$ cat config.mk
export PLATFORM = sky130hd
export DESIGN_NAME = seg7_hex_scan
export DESIGN_NICKNAME = d
export VERILOG_FILES = /design/src/rtl/seg7_hex_scan.sv
export SDC_FILE = /design/constraint.sdc
export NUM_CORES = 1
export LEC_CHECK = 0
export ABC_AREA = 1
export BUFFER_PORTS_ARGS = -buffer_cell sky130_fd_sc_hd__buf_4
export CAP_MARGIN = 5
export CORE_MARGIN = 5
export CORE_UTILIZATION = 25
export DETAILED_ROUTE_END_ITERATION = 10
export PLACE_DENSITY = 0.43
export SLEW_MARGIN = 20
export SYNTH_ARGS = -nofsm -noshare
export SYNTH_HDL_FRONTEND = slang
export SYNTH_SLANG_ARGS = --single-unit
$ cat constraint.sdc
create_clock -name clk -period 4 [get_ports clk]
set_clock_uncertainty 0.1 [all_clocks]
set_input_delay 0.6 -clock clk [delete_from_list [all_inputs] [get_ports clk]]
set_output_delay 0.6 -clock clk [all_outputs]
set_load 0.02 [all_outputs]
$ cat src/rtl/seg7_hex_scan.sv
// Eight-digit time-multiplexed hex driver for a common-anode 7-segment display.
// Each digit stays lit for SCAN_DIV clocks. The word is latched once per frame, so a frame never tears.
module seg7_hex_scan #(
  parameter int unsigned SCAN_DIV = 100000
) (
  input  logic        clk,
  input  logic        clr,
  input  logic [31:0] data,
  output logic [7:0]  SEG,
  output logic [7:0]  AN
);

  localparam int unsigned CNT_W = (SCAN_DIV > 1) ? $clog2(SCAN_DIV) : 1;
  localparam logic [CNT_W-1:0] CNT_MAX = CNT_W'(SCAN_DIV - 1);

  logic [CNT_W-1:0] cnt_q, cnt_d;
  logic [2:0]       idx_q, idx_d;
  logic [31:0]      shadow_q, shadow_d;
  logic [7:0]       seg_q, seg_d;
  logic [7:0]       an_q, an_d;
  logic             digit_done;
  logic             frame_done;

  // Active-low segments {dp,g,f,e,d,c,b,a}; dp is never lit.
  function automatic logic [7:0] hex_to_seg(input logic [3:0] nib);
    logic [7:0] seg;
    case (nib)
      4'h0: seg = 8'hC0;
      4'h1: seg = 8'hF9;
      4'h2: seg = 8'hA4;
      4'h3: seg = 8'hB0;
      4'h4: seg = 8'h99;
      4'h5: seg = 8'h92;
      4'h6: seg = 8'h82;
      4'h7: seg = 8'hF8;
      4'h8: seg = 8'h80;
      4'h9: seg = 8'h90;
      4'hA: seg = 8'h88;
      4'hB: seg = 8'h83;
      4'hC: seg = 8'hC6;
      4'hD: seg = 8'hA1;
      4'hE: seg = 8'h86;
      default: seg = 8'h8E;
    endcase
    return seg;
  endfunction

  assign digit_done = (cnt_q == CNT_MAX);
  assign frame_done = digit_done && (idx_q == 3'd7);

  always_comb begin
    // NOTE: every _d gets its hold value first so no branch can leave it unassigned and infer a latch.
    cnt_d    = cnt_q + CNT_W'(1);
    idx_d    = idx_q;
    shadow_d = shadow_q;
    if (digit_done) begin
      cnt_d = '0;
      idx_d = idx_q + 3'd1;
    end
    if (frame_done) begin
      shadow_d = data;
    end
    // Outputs reflect the current (pre-edge) digit, so they lag idx by one clock.
    an_d  = ~(8'b0000_0001 << idx_q);
    seg_d = hex_to_seg(shadow_q[{idx_q, 2'b00} +: 4]);
  end

  always_ff @(posedge clk) begin
    // NOTE: non-blocking assignments so every register samples pre-edge values, independent of statement order.
    if (!clr) begin
      cnt_q    <= '0;
      idx_q    <= 3'd0;
      shadow_q <= data;
      seg_q    <= 8'hFF;
      an_q     <= 8'hFF;
    end else begin
      cnt_q    <= cnt_d;
      idx_q    <= idx_d;
      shadow_q <= shadow_d;
      seg_q    <= seg_d;
      an_q     <= an_d;
    end
  end

  assign SEG = seg_q;
  assign AN  = an_q;

endmodule

* Word-level counts from Yosys, hierarchy flattened
Memories as Yosys holds them, arrays and structs flattened. A register that Yosys moved wholly into a read port is not among the register bits.
Cells that the tools add are included.
** Operators by class
- Shift operators :: 2
- Add/sub/neg operators :: 2
- Eq/ne operators :: 3
- Mux-type cells :: 2
- Bitwise gates (word level) :: 2
- Reduce and logical (&&, ||, !) cells :: 3
** Operator list (number)
- two-way mux 32 bit :: 2
- indexed part select 32 x 6 -> 4 bit :: 1
- adder 17 x 1 -> 17 bit (second input constant) :: 1
- == test 17 bit (second input constant) :: 1
- NOT 8 bit :: 1
- left shift 1 x 3 -> 8 bit (first input constant) :: 1
- adder 3 x 1 -> 3 bit (second input constant) :: 1
- == test 3 bit (second input constant) :: 1
- != test 2 x 1 -> 1 bit (second input constant) :: 1
- OR reduction 2 bit :: 1
- logical AND 1 bit :: 1
- logical NOT 1 bit :: 1
- NOT 1 bit :: 1
** Word-level totals
- Memories kept :: 1
- Bits of input ports :: 34
- ROM bits :: 112
- Logic and storage cells :: 20
- Output and inout bits :: 16
- Register bits :: 68
** Memory list
- (no name shown) :: words 16, bits a word 7, rd ports 1, clocked after memory_dff 1, write ports 0, RTL line 27 : case (nib)

* Depth between registers and ports, before layout
Gate-level depths: netlist of the first run.
- Depth after elaboration :: 4
- Depth in mapped cells :: 13
- Depth with buffers taken out :: 11

* Least setup slack after synthesis of the first run
No wires, ideal clock.
- Kind :: reg2reg
- Start point :: register cnt_q[0]
- End point :: register shadow_q[0], enable pin
- Setup time :: 0.422 ns
- Clock period less this slack :: 3.009 ns
- Path slack :: 0.991 ns
- Arrival :: 2.487 ns
- Stages on the path, launching flop included :: 8
- Path buffers :: 0
- Required time :: 3.478 ns
- Cells stage by stage :: dfxtp_1 -> ha_1 -> nand2_1 -> nor2_4 -> nand4_2 -> nand2_4 -> inv_2 -> nor2_1
** On the way
- Longest elaborated chain between the ends :: 3
** RTL lines
- from (decl) :: RTL line 16 : logic [CNT_W-1:0] cnt_q, cnt_d;
- from (signal assigned) :: RTL line 77 : cnt_q <= cnt_d;
- == test 17 bit :: RTL line 48 : assign digit_done = (cnt_q == CNT_MAX);
- logical AND 1 bit :: RTL line 49 : assign frame_done = digit_done && (idx_q == 3'd7);
- != test 2 x 1 -> 1 bit (no line)
- to (signal assigned) :: RTL line 73 : shadow_q <= data;
- to (signal assigned) :: RTL line 79 : shadow_q <= shadow_d;
- to (decl) :: RTL line 18 : logic [31:0] shadow_q, shadow_d;
No other way between the ends.
A chain may end at the register's enable or synchronous reset.

* Worst setup path after layout of the first run
- Start point :: register idx_q[0]
- End point :: register seg_q[3] (netlist: SEG[3])
** On the way
- Longest elaborated chain between the ends :: 1
** RTL lines
- from (decl) :: RTL line 17 : logic [2:0] idx_q, idx_d;
- from (signal assigned) :: RTL line 78 : idx_q <= idx_d;
- indexed part select 32 x 6 -> 4 bit :: RTL line 65 : seg_d = hex_to_seg(shadow_q[{idx_q, 2'b00} +: 4]);
- to (decl) :: RTL line 19 : logic [7:0] seg_q, seg_d;
No other way between the ends.

==> flow_results.org, run 1 <==
** Run status
- The run finished with clean final reports.

** Routing
- Vias per Instance :: between 3 and 4
- The first routing iteration left 57 violations.
- The first detailed-routing pass ran for 4 iterations.
- Routed length per placed instance :: 11.0 um
- Wire length reported by the detailed router :: around 6300 um
- Antenna violation net count after detailed routing :: 0
- Total number of vias :: 2271
- Drc violations :: 0

** Pwr
- Total Power Consumption :: 1.55 mW
- Worst VDD drop :: about 180 uV
- LEAKAGE :: 1.60 nW
- For this design the ratio of total power to cell area is 399 nW/um^2.

** Global routing
- Initial antenna violation count :: 0
- Entering global routing, the biggest net connects 33 pins.
- Total congestion overflow :: 0
- The first global-routing pass estimated around 11000 um of wire.
- The via count of the first global-routing pass is roughly 2300.
- In the global route stage, overall resource usage came out at 0.0922.

** Worst setup path
- Of all nets on the critical path, the largest fanout is 21.
- At the worst endpoint, the required time is 4.12 ns.
- STA classifies the critical path endpoint as a flip-flop.
- At the worst endpoint, the arrival time is 2.46 ns.
- STA classifies the critical path startpoint as a flip-flop.
- Worst flop-to-flop path startpoint :: idx_q[0]$_SDFFE_PN0P_
- Kind of critical path :: flip-flop to flip-flop
- Crit path from :: idx_q[0]$_SDFFE_PN0P_

** Yosys
- Post-synthesis cell area :: 3100 sq um
- Yosys warnings :: 0
- Synthesis handed over a netlist of 345 instances.
- Number of unique standard cell types used by synthesis :: 35
- The number of nets handed over by synthesis was 391.
- The synthesized design contains 67 register bits.
- Sequential share of the synthesized area :: 0.536
- A synthesized cell averages 8.98 sq um.

** Floorplanning
- During I/O placement, the number of pins put on the boundary was 50.
- Initial core utilization :: 0.257
- The die covers 14700 sq um.
- The floorplan step set the die width to 121 um.
- Core Footprint :: 12100 sq um
- The die is 121 um tall.
- The floorplan has 40 rows.

** Layout
- The net count of the finished layout is 443.
- Count of filler cells inserted in the layout :: 1252
- Fraction of layout cells with a size suffix above 1 :: 0.249
- The area growth from synthesis to layout is 25.2%.
- After routing the design area is 3880 sq um.
- The number of antenna diodes in the final layout is 0.

** Run
- Max-cap check violation count :: 0

** Place
- During placement, the flow inserted port buffers numbering 48.
- Detailed placement ended at an HPWL of 4590 um.
- The congestion estimate from routability-driven global placement came to 0.808.
- Post-detailed-placement cell area :: 3610 sq um

** Clocking
- Counting along the longest clock path gives a buffer depth of 2.
- CTS H-tree depth :: 3
- Cts repair resizes :: 0
- Once the clock tree was built, the setup fixing pass inserted 0 buffers.
- CTS tree :: built
- Clock latency reported for the late side of the worst-skew pair :: 0.33 ns
- The tree is rooted in a clkbuf_16.
- Clock Sink Count :: 67
- Post-CTS Hold Buffers :: 0
- Number of CTS-inserted buffers :: 9
- CTS clock-pin slew for the worst setup and hold paths :: 0.06 ns

** Timing
- Adding up every negative setup slack in the final design gives 0 ns.
- Timing-limited maximum frequency :: 426 MHz
- At the pin with the least slew margin, the transition time is 0.816 ns.
- Dividing the final minimum period by the clock period gives 0.587.
- The final-report hold violation count is 0.
- For the finished layout, the period the worst path requires is 2.35 ns.
- Hold timing on the final database bottoms out at a slack of 0.343 ns.
- The worst pin sits at a relative slew slack of 0.455.
- Final setup violating endpoints :: 0
- Setup repair after global routing left no endpoint under its margin.
- The final max-slew violation count was 0.

** Hold path
- In this run the most critical hold path is launched from cnt_q[0]$_SDFF_PP0_.
- In this run the worst hold path is classified as flip-flop to flip-flop.
Yosys cell counts:
master     n  area [sq um]
nand2_1   76           285
inv_1     42           158
nand3_1   37           185
dfxtp_1   35           701
nor2_1    33           124
edfxtp_1  32           961
ha_1      12           150
a21oi_1    9          45.0
inv_2      8          30.0
nand4_1    6          37.5
nand2_2    5          31.3
nor2_2     5          31.3
nor3_1     5          25.0
xor2_1     5          43.8
buf_6      4          45.0
nand3_2    4          40.0
nor3_2     3          30.0
o21ai_0    3          15.0
o21ai_1    3          15.0
buf_4      2          15.0
nand2_4    2          22.5
a21oi_2    1          8.76
a31oi_1    1          6.26
and2_0     1          6.26
buf_2      1          5.00
clkbuf_1   1          3.75
conb_1     1          3.75
inv_4      1          6.26
nand4_2    1          12.5
nor2_4     1          11.3
nor3b_1    1          7.51
nor4_1     1          6.26
o21ai_2    1          8.76
o21ai_4    1          16.3
or2_2      1          6.26
per-layer routing:
layer  share of wire  global-route usage  routed length, um  up-vias
met5               0                   0                  0        -
met4           0.017              0.0427                107        0
met3           0.060              0.0322                374        9
met2            0.41               0.132               2570       55
met1            0.51               0.124               3210      996
li1                -                   -                  -     1211
logic make-up (layout without fill, tap and decap cells):
family / count (synthesis) / in the layout / synth area share
compound gates: 19 / 19 / 0.0371
xor+xnor: 5 / 5 / 0.0141
fa+ha+maj: 12 / 12 / 0.0484
buf+inv: 59 / 116 / 0.0848
flops: 67 / 67 / 0.536
other cells: 1 / 1 / 0.00121
simple gates: 182 / 182 / 0.278
per-stage QoR:
| step | util | std cells | worst slack (ns) |
|---|---|---|---|
| after floorplan | - | 345 | 0.991 |
| after global placement | 0.299 | 554 | 1.70 |
| after detailed placement | 0.299 | 554 | 1.63 |
| after CTS | 0.322 | 570 | 1.61 |
| after global routing | 0.322 | 570 | 1.44 |
| final | 0.322 | 570 | 1.65 |
critical path: stages (launching register included):
cell	delay (ns)
dfxtp_1	0.85
inv_4	0.22
o21ai_1	0.19
nand3_1	0.10
nand2_2	0.15
inv_1	0.08
ha_1	0.21
nand3_1	0.12
nand3_1	0.09
nand2_1	0.07
nand2_1	0.04
sequential cells by signal, indices dropped and copies added (netlist names):
signal    cells
shadow_q     32
cnt_q        17
AN            8
SEG           7
idx_q         3
layout make-up:
type / count / area, sq um / area share
Clock buffer: 9 / 225 / 0.0580
Clock inverter: 7 / 45.0 / 0.0116
Inverter: 51 / 194 / 0.0500
Multi-Input combinational cell: 219 / 1180 / 0.303
Sequential cell: 67 / 1660 / 0.428
Tap cell: 168 / 210 / 0.0542
Timing Repair Buffer: 49 / 368 / 0.0948
layout by cell type (no fill, tap or decap), types with 2 or more instances in the layout:
cell	count
a21oi_1	9
inv_2	8
edfxtp_1	32
nor3_2	3
dfxtp_1	35
buf_4	49
xor2_1	5
clkinvlp_4	4
nand2_1	76
nand2_2	5
nor2_1	32
o21ai_0	3
clkbuf_16	9
o21ai_1	3
inv_1	42
nand3_1	37
nand3_2	4
ha_1	12
nor2_2	6
nand4_1	6
nand2_4	2
clkinv_2	3
nor3_1	5
power breakdown:
part | leakage, nW | internal (mW) | total [mW] | switching (mW)
clock | 0.123 | 0.415 | 0.707 | 0.292
combinational | 0.892 | 0.0416 | 0.0902 | 0.0486
sequential | 0.586 | 0.743 | 0.749 | 0.00655
final timing paths:
kind | to | slack, ns | cells after the start
setup reg to reg | SEG[3]$_SDFF_PN1_ | 1.65 | 10
setup / recovery | SEG[3]$_SDFF_PN1_ | 1.65 | 10
hold reg to reg | cnt_q[0]$_SDFF_PP0_ | 0.34 | 1
hold / removal | cnt_q[0]$_SDFF_PP0_ | 0.34 | 1
No activity file was read; power rests on OpenSTA's default activity.
==> run 2, diff against run 1 <==
Settings changed: ABC_AREA 1 to 0, PLACE_DENSITY 0.43 to 0.44.
Clock period 4 ns to 2.15 ns, I/O delays scaled along.
==> run 2 against run 1 <==
  * Flip-flop and latch count unchanged
  * Fmax increased by 13%
  * Global-route usage decreased by 0.29 points
  * Core utilization increased by 2.8 points
  * Via count decreased by 19%
  * Critical endpoint is now SEG[4]$_SDFF_PN1_
  * Largest power group unchanged
==> flow_results.org, run 2 <==
** Clocking
- Clock Sink Count :: 67 (unchanged)
- The number of buffers created by CTS is 9 (unchanged).
- CTS H-tree depth :: 3 (unchanged)
- Clock Root Buffer :: clkbuf_16
- TritonCTS built the clock tree.
- Post-CTS Hold Buffers :: 0 (unchanged)
- Clock latency reported for the late side of the worst-skew pair :: 0.32 ns (about the same)
- The maximum count of clock buffers along a single path is 2 (unchanged).
- CTS clock-pin slew for the worst setup and hold paths :: 0.05 ns (about the same)

** Hold path
- Worst Hold Path Cells :: 1 (unchanged)
- The path with the worst hold slack has its endpoint at shadow_q[28]$_DFFE_PP_.
- The min-delay analysis places its worst path in the category primary input to flip-flop.
- The worst hold path begins at data[28].

** Timing
- Pins over their slew limit :: 0 (unchanged)
- Clock period minus worst slack :: 2.07 ns (-0.272 ns)
- Number of endpoints with negative hold slack in the final report :: 0 (unchanged)
- Setup repair after global routing could not meet its margin everywhere.
- The max-slew headroom at the worst pin came to 0.633 (+0.177).
- The transition time at the pin with the least slew margin came to 0.547 ns (-0.269 ns).
- The total setup violations reported at the end of the flow came to 0 (unchanged).
- The ratio of final minimum period to clock period came to 0.965 (+0.378).
- Timing-limited maximum frequency :: 482 MHz (+13%)

** Worst setup path
- Setup slack, reg-to-reg :: 0.08 ns (-1.58 ns)
- The depth of the worst register-to-register path came to 7 (-3).
- Required time at the worst-slack endpoint :: 2.23 ns (-1.89 ns)
- Critical Path Source Type :: flip-flop
- Capturing element type of the critical path :: flip-flop
- Arrival time reported for the critical path endpoint :: 2.15 ns (-0.31 ns)
- Crit path max fanout :: 7 (-67%)
- Kind of critical path :: flip-flop to flip-flop
- Endpoint of the worst register-to-register path :: SEG[4]$_SDFF_PN1_
- Worst flop-to-flop path startpoint :: idx_q[0]$_SDFFE_PN0P_

** Layout
- The fraction of layout cells with a size suffix above 1 came to 0.379 (+0.130).
- Finished Layout Cells :: 441 (-23%)
- Number of nets in the layout :: 342 (-23%)
- Leading cell types in the layout, fill and taps excluded :: buf_4, dfxtp_1, edfxtp_1
- Number of flip-flops in the largest register :: 32 (unchanged)
- Diode insertion count for antenna repair :: 0 (unchanged)
- The area of all placed cells without fillers is 3820 sq um (-1.6%).
- Synthesis-to-finish area growth :: 36.0%
- Core Util, Final :: 0.349 (+0.0275)
- Biggest register :: shadow_q
- Most frequent standard cell in the layout excluding fill and tap cells :: buf_4

** Yosys
- The register bit total from synthesis came to 67 (unchanged).
- The number of warnings reported in the yosys synthesis log came to 0 (unchanged).
- The distinct cell type count of the synthesized netlist is 45 (+29%).
- In the synthesized netlist the dominant register cell turns out to be dfxtp_1.
- The sequential share of the synthesized area came to 0.592 (+0.0554).
- The number of synthesized flops with an enable pin came to 32 (unchanged).
- The share of flip-flops with an asynchronous set or reset after synthesis came to 0 (unchanged).
- Ranked by instance count, the synthesized netlist is headed by dfxtp_1, edfxtp_1, nor2_1.
- The largest total area in the synthesized netlist belongs to edfxtp_1.
- In the post-synthesis netlist, the cell with the most instances is dfxtp_1.
- Avg Cell Area, Syn :: 12.7 sq um (+41%)
- The top-area cell type share of the netlist area was 0.342 (+0.0320).
- The cell count after synthesis was 221 (-36%).
- The area of the mapped netlist came to 2810 sq um (-9.4%).
- Net count after synthesis :: 267 (-32%)
- Top cells by area, synth :: edfxtp_1, dfxtp_1, ha_1

** Run status
- The flow ran to the end, and the final reports show no timing, DRC or antenna violations.

** Floorplanning
- Ports :: 50 (unchanged)
- The horizontal extent of the die came to 116 um (-4.4%).
- Die boundary height :: 116 um (-4.4%)
- Die Outline Area :: 13500 sq um (-8.6%)
- Initial core utilization :: 0.257 (about the same)
- Standard-cell row count :: 38 (-5.0%)
- Core Footprint :: 10900 sq um (-9.3%)

** Global routing
- The total global routing overflow was 0 (unchanged).
- First-pass GRT wire length :: 9040 um (-15%)
- Initial antenna violation count :: 0 (unchanged)
- Global Route Usage Sum :: 0.0893 (-0.00285)
- Number of global-route vias before repair :: 1823 (-20%)
- The pin count of the biggest net entering global routing came to 17 (-48%).

** Place
- The final weighted congestion in routability-driven placement came to 0.722 (-11%).
- The port buffer count came to 48 (unchanged).
- Post-detailed-placement cell area :: 3450 sq um (-4.5%)
- The cell count after placement was 416 (-25%).
- HPWL after detailed placement :: 4190 um (-8.7%)

** Pwr
- The leakage power figure is 1.46 nW (-8.7%).
- The worst IR drop on VDD came to 347 uV (+90%).
- The power density relative to cell area was 764 nW/um^2 (+92%).

** Routing
- The via count normalized by instance count came to 4.20 (+5.3%).
- Number of design-rule violations left by the first detailed-router iteration :: 57 (unchanged)
- Antenna violation net count after detailed routing :: 0 (unchanged)
- The number of design rule violations left after detail routing came to 0 (unchanged).
- The total iterations of the first detailed-routing run came to 4 (unchanged).
- Routed length per placed instance :: 12.6 um (+14%)
- The total wire length came to 5540 um (-12%).
- Total number of vias :: 1850 (-19%)

** Run
- The max-cap violation count came to 0 (unchanged).
[run 2: cell count changes after synthesis, moves of 5 or more]
cell     before  now
a21oi_1       9    3
inv_1        42    9
inv_2         8    1
mux2i_1       0    9
mux4_2        0    6
nand2_1      76   15
nand2_2       5    0
nand3_1      37   11
nor2_1       33   21
xnor2_1       0    5
xor2_1        5   11
[run 2: cell type report]
type                    instances  area (sq um)
multi-input cells             136          1100
inverters                      10          37.5
well taps                     140           175
fillers                      1089          7120
repair buffers                 72           571
clock buffers                   9           225
clock inverters                 7          45.0
flip-flops and latches         67          1670
[run 2: report_power, final]
part | switching (mW) | internal, mW | total (mW)
Combinational | 0.102 | 0.114 | 0.215
Sequential | 0.0156 | 1.39 | 1.41
Clock | 0.525 | 0.772 | 1.30
Total | 0.642 | 2.28 | 2.92
[run 2: metal layers]
layer / GRT usage / vias to the layer above / share of wire
li1: - / 943 / -
met5: 0 / - / 0
met4: 0.0441 / 0 / 0.020
met3: 0.0319 / 7 / 0.065
met2: 0.126 / 46 / 0.43
met1: 0.121 / 854 / 0.49
[run 2: critical path, cell delays in order, from the launching register on]
cell and delay (ns):
dfxtp_4 0.40, buf_6 0.13, mux4_2 0.52, mux2i_4 0.19
buf_6 0.14, buf_4 0.10, mux2i_1 0.17, o221ai_1 0.17
[run 2: what timing repair did]
item	in CTS	in global routing
hold endpoints to repair	0	0
setup buffers	3	5
resized for setup	3	9
gates cloned	0	1
endpoints found under the setup margin	7	7
pin swaps	0	2
[run 2: worst max path at each step]
stage / from / to / slack, ns / cells past startpoint
detailed placement: idx_q[0]$_SDFFE_PN0P_ / SEG[0]$_SDFF_PN1_ / -0.13 / 7
global route: idx_q[0]$_SDFFE_PN0P_ / SEG[0]$_SDFF_PN1_ / -0.04 / 7
floorplan: idx_q[0]$_SDFFE_PN0P_ / SEG[3]$_SDFF_PN1_ / 0.02 / 9
CTS: idx_q[0]$_SDFFE_PN0P_ / SEG[0]$_SDFF_PN1_ / 0.003 / 7
global placement: idx_q[0]$_SDFFE_PN0P_ / SEG[0]$_SDFF_PN1_ / -0.005 / 7
finish: idx_q[0]$_SDFFE_PN0P_ / SEG[4]$_SDFF_PN1_ / 0.08 / 7
[run 2: cells by family (layout without fill, tap and decap cells)]
logic type,Yosys count,count (layout),synth area share
flops,67,67,0.592
mux,18,18,0.0922
compound gates,19,19,0.0477
other cells,1,1,0.00134
xor+xnor,16,16,0.0499
simple gates,70,70,0.128
fa+ha+maj,12,12,0.0535
buf+inv,18,98,0.0361
[run 2: per-stage QoR]
step | hold slack, ns | total power, mW | setup TNS, ns | setup WS [ns]
finish | 0.0717 | 2.92 | 0 | 0.0761
global route | 0.0605 | 3.05 | -0.0996 | -0.0432
CTS | 0.0573 | 2.96 | 0 | 0.00303
detailed placement | 0.402 | 1.64 | -0.317 | -0.131
global placement | 0.400 | 1.64 | -0.00478 | -0.00478
floorplan | 0.321 | 1.54 | 0 | 0.0242
==> run 3, diff against run 2 <==
Settings changed: CORE_ASPECT_RATIO set to 1.1.
==> run 3 against run 2 <==
  * Count of clock-buffer cells in the layout rose by 5
  * Largest power group is now the clock network
  * Via count grew 1.3%
  * Clock power grew 22%
==> flow_results.org, run 3 (synthesized netlist as in run 2, its figures left out) <==
** Layout
- shadow_q holds more flip-flops than any other register.
- Leading cell types in the layout, fill and taps excluded :: buf_4, dfxtp_1, edfxtp_1
- Diode insertion count for antenna repair :: 0 (unchanged)
- The number of flip-flops under the largest register name was 32 (unchanged).
- The library cell used most frequently in the layout, excluding fill and tap cells, is buf_4.
- Fraction of layout cells with a size suffix above 1 :: 0.373 (-0.00540)
- The number of inserted filler cells in the final layout came to 1082 (-0.64%).
- Number of nets in the layout :: 341 (-0.29%)
- Synthesis-to-finish area growth :: 37.9%

** Timing
- Clock period minus worst slack :: 2.10 ns (+0.0295 ns)
- Number of endpoints with negative hold slack in the final report :: 0 (unchanged)
- The final max-slew violation count came to 0 (unchanged).
- Worst Max-Slew Pin Slew :: 0.532 ns (-0.0146 ns)
- The final total negative setup slack was 0 ns (unchanged).
- Final setup violating endpoints :: 0 (unchanged)
- The maximum clock frequency came to 475 MHz (-1.4%).
- Worst slew margin :: 0.642 (+0.00979)
- The ratio of final minimum period to clock period is 0.978 (+0.0137).

** Global routing
- Global routing met2 resource utilization :: 0.143 (+0.0168)
- Initial antenna violation count :: 0 (unchanged)
- Met1 track utilization from global routing :: 0.109 (-0.0123)
- Number of global-route vias before repair :: 1899 (+4.2%)
- The total routing resource utilization after global routing was 0.0927 (+0.00342).
- Maximum number of pins on one net before global-route repair :: 19 (+2)
- First-pass GRT wire length :: 9430 um (+4.3%)
- The total global routing overflow is 0 (unchanged).
- Most used routing layer in global routing :: met2
- Met3 demand-to-capacity share in global routing :: 0.0354 (+0.00356)

** Routing
- Total number of vias :: 1874 (+1.3%)
- Number of iterations in the first detailed-routing pass :: 4 (unchanged)
- Routed length per placed instance :: 13.1 um (+4.2%)
- Drc violations :: 0 (unchanged)
- The post-detailed-route count of antenna-violating nets came to 0 (unchanged).
- Vias per Instance :: 4.19 (about the same)
- The violation count after the first detailed-routing iteration was 84 (+47%).
- The total wire length was 5850 um (+5.6%).

** Worst setup path
- Crit path max fanout :: 7 (unchanged)
- Required time at the worst-slack endpoint :: 2.24 ns (about the same)
- The path length in cells of the critical path was 7 (unchanged).
- Number of cell instances on the worst register-to-register path :: 7 (unchanged)
- STA classifies the critical path endpoint as a flip-flop.
- Worst path max stage delay :: 0.51 ns (about the same)
- Critical Path Source Type :: flip-flop
- Among cell families on the critical path, the largest total delay comes from multiplexers.
- The critical path goes through buf_4 -> mux4_2 -> mux2i_4 -> buf_4 -> buf_4 -> mux2i_1 -> o221ai_1.
- Kind of critical path :: flip-flop to flip-flop
- Arrival time reported for the critical path endpoint :: 2.19 ns (+0.04 ns)
- Most common cell type on the critical path :: buf_4
- Buffers & Inverters on Critical Path :: 3 (unchanged)
- Cell type of the slowest stage on the worst timing path :: mux4_2

** Floorplanning
- Core Footprint :: 11000 sq um (+0.23%)
- The initial cell density of the core came to 0.256 (-0.000586).
- The total number of placement rows came to 40 (+5.3%).
- The die height was 121 um (+4.5%).
- The number of primary I/O pins came to 50 (unchanged).
- The die outline area was 13500 sq um (about the same).
- The horizontal extent of the die is 111 um (-4.3%).

** Clocking
- TritonCTS built the clock tree.
- Number of CTS-inserted buffers :: 9 (unchanged)
- The H-tree depth came to 3 (unchanged).
- The quantity of hold-fixing buffers added after cts is 0 (unchanged).
- Clock Sink Count :: 67 (unchanged)
- Maximum buffer depth of the clock tree :: 2 (unchanged)
- The tree is rooted in a clkbuf_16.
- Clock latency reported for the late side of the worst-skew pair :: 0.33 ns (about the same)
- CTS clock-pin slew for the worst setup and hold paths :: 0.05 ns (about the same)

** Run status
- Run status :: completed

** Place
- The final weighted congestion in routability-driven placement was 0.795 (+10%).
- IO Port Bufs :: 48 (unchanged)
- The post-DP HPWL came to 4370 um (+4.4%).

** Hold path
- The number of stages on the worst hold path came to 1 (unchanged).
- The min-delay analysis places its worst path in the category primary input to flip-flop.

** Pwr
- Total power density per cell area :: 827 nW/um^2 (+8.2%)
- Worst VDD drop :: 432 uV (+25%)
- The leakage power figure was 1.49 nW (+1.8%).
- The power consumption is 3.20 mW (+9.7%).

** Run
- Max-cap check violation count :: 0 (unchanged)
==> run 3: worst paths after layout <==
kind	start	end	slack [ns]
min reg2reg	cnt_q[16]$_SDFF_PP0_	cnt_q[16]$_SDFF_PP0_	0.41
max reg2reg	idx_q[0]$_SDFFE_PN0P_	SEG[5]$_SDFF_PN1_	0.05
min	data[12]	shadow_q[12]$_DFFE_PP_	0.07
max	idx_q[0]$_SDFFE_PN0P_	SEG[5]$_SDFF_PN1_	0.05
==> run 3: layer usage <==
layer	vias up	wire length (um)
met5	-	0
met4	0	202
met3	18	390
met2	66	2770
met1	849	2490
li1	941	-
==> run 3: per-stage QoR <==
step	hold WS [ns]	setup WS [ns]	utilization	instances	cell area (sq um)
after floorplan	0.321	0.0242	-	221	2840
after global placement	0.395	0.0657	0.317	426	3480
after detailed placement	0.402	0.00513	0.317	426	3480
after CTS	0.0517	0.0327	0.347	442	3810
after global routing	0.0465	-0.0194	0.353	447	3870
final	0.0653	0.0465	0.353	447	3870
==> run 3: timing repair <==
| action | 4_1_cts | 5_1_grt |
|---|---|---|
| setup endpoints to repair | 2 | 4 |
| gates cloned | 0 | 1 |
| setup buffers | 0 | 4 |
| gates resized for setup | 1 | 9 |
==> run 3: power breakdown <==
part / total, mW / internal, mW / switching (mW)
registers: 1.41 / 1.39 / 0.0173
clock network: 1.58 / 1.08 / 0.500
logic: 0.214 / 0.111 / 0.102
total: 3.20 / 2.58 / 0.619
==> run 3: final cells by class <==
cell class,instances,area (sq um),area share
Clock inverter,2,60.1,0.0155
Clock buffer,14,264,0.0682
Timing Repair Buffer,71,562,0.145
Multi-Input combinational cell,136,1100,0.284
Tap cell,147,184,0.0475
Inverter,10,37.5,0.00969
Sequential cell,67,1670,0.430
